$ cat src/rtl/uart_pkg.sv
// uart_pkg: shared UART types, default frame geometry and the parity helper used by TX and RX.
// With UART_TX_PARITY_EN defined the TX state set gains a PARITY state.
package uart_pkg;
    localparam int UART_DATA_BITS = 8;
    localparam int UART_STOP_BITS = 1;
    typedef enum logic [2:0] {
        IDLE,
        ARM,
        START,
        DATA,
`ifdef UART_TX_PARITY_EN
        PARITY,
`endif
        STOP
    } tx_state_t;
    // Zero-extended upper bits do not disturb the XOR, so narrow words pass in directly.
    function automatic logic calc_parity(input logic [7:0] d, input logic odd);
        return (^d) ^ odd;
    endfunction
endpackage

$ cat src/rtl/uart_tx.sv
// uart_tx: UART transmit serializer; start bit, DATA_BITS data LSB first, optional parity, STOP_BITS stop bits.
// Ports: clk/rst (async active-high), tx_send + data_in request, baud_en_tx bit tick,
//        tx_data_out serial line (idles high), tx_active frame-in-flight flag, tx_done end-of-frame pulse.
// Optional parity bit enabled by defining UART_TX_PARITY_EN (adds parameter PARITY_ODD).
module uart_tx
    import uart_pkg::*;
#(
    parameter int DATA_BITS = UART_DATA_BITS,
    parameter int STOP_BITS = UART_STOP_BITS
`ifdef UART_TX_PARITY_EN
    ,
    parameter bit PARITY_ODD = 1'b0
`endif
) (
    input  logic                 clk,
    input  logic                 rst,
    input  logic                 tx_send,
    input  logic [DATA_BITS-1:0] data_in,
    input  logic                 baud_en_tx,
    output logic                 tx_data_out,
    output logic                 tx_active,
    output logic                 tx_done
);
    tx_state_t            r_state, w_state_nxt;
    logic [DATA_BITS-1:0] r_shift, w_shift_nxt;
    logic [3:0]           r_bit_cnt, w_bit_nxt;
    logic [1:0]           r_stop_cnt, w_stop_nxt;
    logic                 r_tx, w_tx_nxt;
    logic                 r_active, w_active_nxt;
    logic                 r_done, w_done_nxt;
`ifdef UART_TX_PARITY_EN
    logic                 r_parity, w_parity_nxt;
`endif

    always_ff @(posedge clk or posedge rst) begin
        if (rst) begin
            r_state    <= IDLE;
            r_shift    <= '0;
            r_bit_cnt  <= '0;
            r_stop_cnt <= '0;
            r_tx       <= 1'b1;
            r_active   <= 1'b0;
            r_done     <= 1'b0;
`ifdef UART_TX_PARITY_EN
            r_parity   <= 1'b0;
`endif
        end else begin
            r_state    <= w_state_nxt;
            r_shift    <= w_shift_nxt;
            r_bit_cnt  <= w_bit_nxt;
            r_stop_cnt <= w_stop_nxt;
            r_tx       <= w_tx_nxt;
            r_active   <= w_active_nxt;
            r_done     <= w_done_nxt;
`ifdef UART_TX_PARITY_EN
            r_parity   <= w_parity_nxt;
`endif
        end
    end

    always_comb begin
        w_state_nxt  = r_state;
        w_shift_nxt  = r_shift;
        w_bit_nxt    = r_bit_cnt;
        w_stop_nxt   = r_stop_cnt;
        w_tx_nxt     = r_tx;
        w_active_nxt = r_active;
        w_done_nxt   = 1'b0;
`ifdef UART_TX_PARITY_EN
        w_parity_nxt = r_parity;
`endif
        case (r_state)
            IDLE: begin
                w_tx_nxt = 1'b1;
                if (tx_send) begin
                    w_state_nxt  = ARM;
                    w_shift_nxt  = data_in;
                    w_bit_nxt    = '0;
                    w_stop_nxt   = '0;
                    w_active_nxt = 1'b1;
`ifdef UART_TX_PARITY_EN
                    w_parity_nxt = calc_parity(8'(data_in), PARITY_ODD);
`endif
                end
            end
            // Waiting for a fresh tick so the start bit lasts a full baud period.
            ARM: if (baud_en_tx) begin
                w_state_nxt = START;
                w_tx_nxt    = 1'b0;
            end
            START: if (baud_en_tx) begin
                w_state_nxt = DATA;
                w_tx_nxt    = r_shift[0];
                w_shift_nxt = r_shift >> 1;
                w_bit_nxt   = 4'd1;
            end
            // r_bit_cnt counts data bits already placed on the line.
            DATA: if (baud_en_tx) begin
                if (r_bit_cnt == 4'(DATA_BITS)) begin
`ifdef UART_TX_PARITY_EN
                    w_state_nxt = PARITY;
                    w_tx_nxt    = r_parity;
`else
                    w_state_nxt = STOP;
                    w_tx_nxt    = 1'b1;
`endif
                end else begin
                    w_tx_nxt    = r_shift[0];
                    w_shift_nxt = r_shift >> 1;
                    w_bit_nxt   = r_bit_cnt + 4'd1;
                end
            end
`ifdef UART_TX_PARITY_EN
            PARITY: if (baud_en_tx) begin
                w_state_nxt = STOP;
                w_tx_nxt    = 1'b1;
            end
`endif
            STOP: if (baud_en_tx) begin
                if (r_stop_cnt == 2'(STOP_BITS - 1)) begin
                    w_state_nxt  = IDLE;
                    w_active_nxt = 1'b0;
                    w_done_nxt   = 1'b1;
                end else begin
                    w_stop_nxt = r_stop_cnt + 2'd1;
                end
            end
            default: w_state_nxt = IDLE;
        endcase
    end

    assign tx_data_out = r_tx;
    assign tx_active   = r_active;
    assign tx_done     = r_done;
endmodule

$ cat config.mk
export PLATFORM = sky130hd
export DESIGN_NAME = uart_tx
export DESIGN_NICKNAME = d
export VERILOG_FILES = /design/src/rtl/uart_pkg.sv /design/src/rtl/uart_tx.sv
export SDC_FILE = /design/constraint.sdc
export NUM_CORES = 1
export LEC_CHECK = 0
export CAP_MARGIN = 0
export CORE_MARGIN = 4
export CORE_UTILIZATION = 30
export DETAILED_ROUTE_END_ITERATION = 10
export GPL_ROUTABILITY_DRIVEN = 0
export HOLD_SLACK_MARGIN = 0.06
export PLACE_DENSITY = 0.58
export SYNTH_ARGS = -nofsm -noshare
export SYNTH_HDL_FRONTEND = slang
export SYNTH_SLANG_ARGS = --single-unit
$ cat constraint.sdc
create_clock -name clk -period 1.8 [get_ports clk]
set_input_delay 0.36 -clock clk [delete_from_list [all_inputs] [get_ports clk]]
set_output_delay 0.36 -clock clk [all_outputs]
set_load 0.02 [all_outputs]
* Word level (Yosys, flattened, before mapping)
Index checks and enable logic that the tools add are counted.
** Storage, ports and cells
- Bits in latches :: 0
- Memories kept :: 0
- Bits of input ports :: 12
- RAM bits :: 0
- ROM bits :: 0
- Logic and storage cells :: 67
- Flip-flop bits (word level) :: 20
** Cells by class
- Order comparisons :: 0
- Multiplexer cells :: 34
- Bitwise operators :: 0
- Shift operators :: 0
- Divide/modulo/power cells :: 0
- Add/sub/neg operators :: 2
- Eq/ne operators :: 14
- Reduce and logical (&&, ||, !) cells :: 10
- Multiply operators :: 0
** Operators with widths (count)
- $mux 8 :: 4
- $pmux 8 s3 :: 1
- $mux 3 :: 7
- $ne 2x2->1 const B :: 9
- $mux 4 :: 4
- $pmux 3 s5 :: 1
- $pmux 4 s3 :: 1
- $reduce_and 4->1 :: 3
- $mux 1 :: 10
- $reduce_and 7->1 :: 1
- $eq 3x2->1 const B :: 2
- $mux 2 :: 3
- $reduce_and 5->1 :: 1
- $add 4x1->4 const B :: 1
- $eq 4x4->1 const B :: 1
- $pmux 1 s4 :: 1
- $pmux 2 s2 :: 1
- $reduce_bool 4->1 :: 1
- $eq 3x1->1 const B :: 1
- $eq 3x3->1 const B :: 1
- $logic_not 3->1 :: 1
- $reduce_bool 3->1 :: 1
- $add 2x1->2 const B :: 1
- $logic_not 2->1 :: 1
- 2 further kinds :: 2

* Longest topological paths before layout
- Depth after elaboration :: 4
- Gate-level depth with buffers :: 7

* Least setup slack after synthesis
OpenSTA, ideal clock, no wires.
- Path type :: register -> register
- Start :: reg r_bit_cnt[0]
- End :: reg r_shift[1]
- Clock period less this slack :: 1371 ps
- Arrival :: 1250 ps
- Buffers on the path :: 1
- Setup slack :: 429 ps
- Setup time :: 121 ps
- Stages on the path, launching flop included :: 7
- Cells stage by stage :: dfrtp_1 -> inv_1 -> ha_1 -> nand4b_2 -> a21oi_4 -> buf_6 -> o21ai_1
** On the way
- Word-level cells in the longest chain between the ends :: 3
** Ends and longest elaborated chain
- start: declaration :: RTL line uart_tx.sv:26 : logic [3:0] r_bit_cnt, w_bit_nxt;
- start signal: assignment :: RTL line uart_tx.sv:50 : r_bit_cnt <= w_bit_nxt;
- $eq 4x4->1 :: RTL line uart_tx.sv:99 : if (r_bit_cnt == 4'(DATA_BITS)) begin
- $ne 2x2->1 (no source line)
- $reduce_and 5->1 (no source line)
- end signal: assignment :: RTL line uart_tx.sv:49 : r_shift <= w_shift_nxt;
- end: declaration :: RTL line uart_tx.sv:25 : logic [DATA_BITS-1:0] r_shift, w_shift_nxt;
No other way between the ends.
A chain may end at the register's enable or synchronous reset.

* Worst setup path in the final report
- Start :: reg r_tx (netlist: tx_data_out)
- End :: out tx_data_out
** RTL lines
- start: declaration :: RTL line uart_tx.sv:28 : logic r_tx, w_tx_nxt;
- start signal: assignment :: RTL line uart_tx.sv:52 : r_tx <= w_tx_nxt;
- end: declaration :: RTL line uart_tx.sv:20 : output logic tx_data_out,
No word-level cell between the ends.

==> flow_summary.json <==
{
  "p_leak_nw": 0.573,
  "worstPathMaxFanout": 2,
  "fp-row-count": 21,
  "finalHoldViolCount": 0,
  "path_delay_family": "buffers and inverters",
  "finalSetupViolations": 0,
  "drcViolationCount": 0,
  "numCtsBuffers": 3,
  "cp.required_ns": 1.44,
  "drt-initial-drc-count": 78,
  "fin_worst_skew_ns": 0.00400,
  "fp.dieH_um": 68.7,
  "synth_cell_types": 35,
  "die_x_um": 68.7,
  "routed_wirelength_um": 2200,
  "root_buffer": "clkbuf_8",
  "clkTransAtPathRegs_ns": 0.08,
  "critPathLaunchType": "flop",
  "fin_nets": 148,
  "p_per_area_nw_per_um2": 1260,
  "synth_nets": 129,
  "post_cts.repair.setup_buffers": 0,
  "post-route-period-util_pct": 97.4,
  "grt_pass1_wl_um": 3940,
  "die-area_sq_um": 4710,
  "synth_flop_cell": "dfrtp_1",
  "drt_pass1_iterations": 4,
  "antenna_found_initial": 0,
  "cts-resized-gates": 0,
  "io_pins": 15,
  "slowest_delay_ns": 0.60,
  "status": "complete, no violations",
  "cts_tree": "built",
  "ys_async_sr_fraction_pct": 100,
  "crit_buf_inv": 1,
  "fin_util_pct": 39.9,
  "cp_data_arrival_time_ns": 1.39,
  "ys_seq_area_share_pct": 45.5,
  "wl_per_cell_um": 12.4,
  "ys_ff_latch": 20,
  "critPathKind": "flop to primary output",
  "drive_gt1_share_pct": 12.1,
  "final_max_slew_viol_count": 0,
  "fin_hold_ws_ns": 0.361,
  "clock_path_buffers": 2,
  "fin_setup_tns_ns": 0,
  "dp.cells": 174,
  "initial_utilization_pct": 32.1,
  "avgSynthCellArea_sq_um": 9.68,
  "worst_setup_path_end_kind": "primary output",
  "grt.overflow.total": 0,
  "clk_latency_ns": 0.26,
  "slowest_stage": "clkdlybuf4s50_1",
  "min_path_type": "input pin to asynchronous set/reset pin",
  "cts_max_level": 1,
  "grt_pass1_vias": 897,
  "synth_edf_count": 0,
  "hpwl_um": 1730,
  "syn_area_sq_um": 1100,
  "num_antenna_cells": 0,
  "placeableCoreArea_sq_um": 3440,
  "cts_hold_buf": 0,
  "timing.slew.headroom_pct": 69.3,
  "antenna_left": 0,
  "finalNonFillerCells": 178,
  "worst_pin_slew_ns": 0.459,
  "vdd_drop_max_uv": 678,
  "path_cells": "clkdlybuf4s50_1",
  "finalCriticalPeriod_ns": 1.75,
  "synthCells": 114,
  "grt_usage_pct": 11.2,
  "grt_max_degree": 17,
  "routed_via_density": 4.76,
  "rsz0062_at_grt": "false",
  "ys_warn_count": 0,
  "cts.sinks": 20,
  "port_buffers": 14,
  "max_freq_mhz": 570,
  "maxCapViolations": 0,
  "area_delta_synth_final_pct": 24.6,
  "dr_total_vias": 847
}
[path summary, 6_finish.rpt]
check | startpoint | to | slack, ns | cells past startpoint
worst min register to register | r_shift[0] | r_shift[0] | 0.48 | 2
worst min-delay path | rst | r_state[1] | 0.36 | 2
worst max-delay path | tx_data_out | tx_data_out | 0.05 | 1
worst max register to register | r_state[2] | r_shift[3] | 0.27 | 5
min in group clk | r_shift[0] | r_shift[0] | 0.48 | 2
max in group asynchronous | rst | r_shift[3] | 0.95 | 3
[sequential cells by signal, summed over array words and instances, names as in the netlist]
name	flops
r_shift	8
r_state	3
tx_data_out	1
r_bit_cnt	4
tx_done	1
tx_active	1
r_stop_cnt	2
[cell type report]
class                   count  area (sq um)
multi-input cells          79           529
clock buffers               4          55.1
fillers                   352          2070
flip-flops and latches     20           502
well taps                  46          57.6
inverters                   9          33.8
repair buffers             20           198
[per-stage QoR]
step                power [mW]  instance area, sq um  setup WS (ns)
floorplan                 1.20                  1100          0.429
global placement          1.37                  1320         0.0236
detailed placement        1.41                  1320       -0.00413
CTS                       1.76                  1380         0.0296
global route              1.88                  1380        0.00931
finish                    1.74                  1380         0.0469
[Yosys cell counts, types with 2 or more instances]
cell / instances / share of area (%)
mux2i_1: 9 / 8.2
a21oi_1: 5 / 2.3
inv_1: 9 / 3.1
a32o_1: 2 / 1.8
nand3_1: 4 / 1.8
ha_1: 3 / 3.4
nand2b_1: 2 / 1.1
nor2_1: 3 / 1.0
o21ai_1: 10 / 4.5
o21ai_0: 5 / 2.3
buf_2: 3 / 1.4
dfrtp_1: 19 / 43
nor2b_1: 2 / 1.1
nand2_1: 17 / 5.8
[report_power, final]
group          switching, mW  total, mW  internal, mW  leakage (nW)
combinational          0.321      0.647         0.327         0.289
clock                  0.151      0.346         0.195        0.0288
sequential             0.140      0.742         0.602         0.256
total                  0.611       1.74          1.12         0.573
[layout by cell type (no fill, tap or decap), types with 3 or more instances in the layout]
master / count
nand2_1: 17
a21oi_1: 5
mux2i_1: 9
dfrtp_1: 19
inv_1: 9
ha_1: 3
clkbuf_8: 4
buf_4: 5
o21ai_1: 10
clkdlybuf4s50_1: 14
nor2_1: 3
o21ai_0: 5
nand3_1: 4
[kinds of logic (layout without fill, tap and decap cells)]
kind of cell	after synthesis	after routing	synth area share (%)
DFF	20	20	45.5
muxes	9	9	8.16
AOI/OAI and AO/OA	30	30	17.0
adders and majority gates	3	3	3.40
buffers and inverters	15	33	6.58
and+or+nand+nor	37	37	19.4
[layer usage]
layer | vias up | track usage (%) | part of all wire, %
met2 | 25 | 17.6 | 47
met3 | 7 | 4.21 | 5.3
met4 | 0 | 2.98 | 1.5
met1 | 381 | 14.4 | 47
li1 | 434 | - | -
met5 | - | 0 | 0
Note: power is estimated with default switching activity, not from simulation.
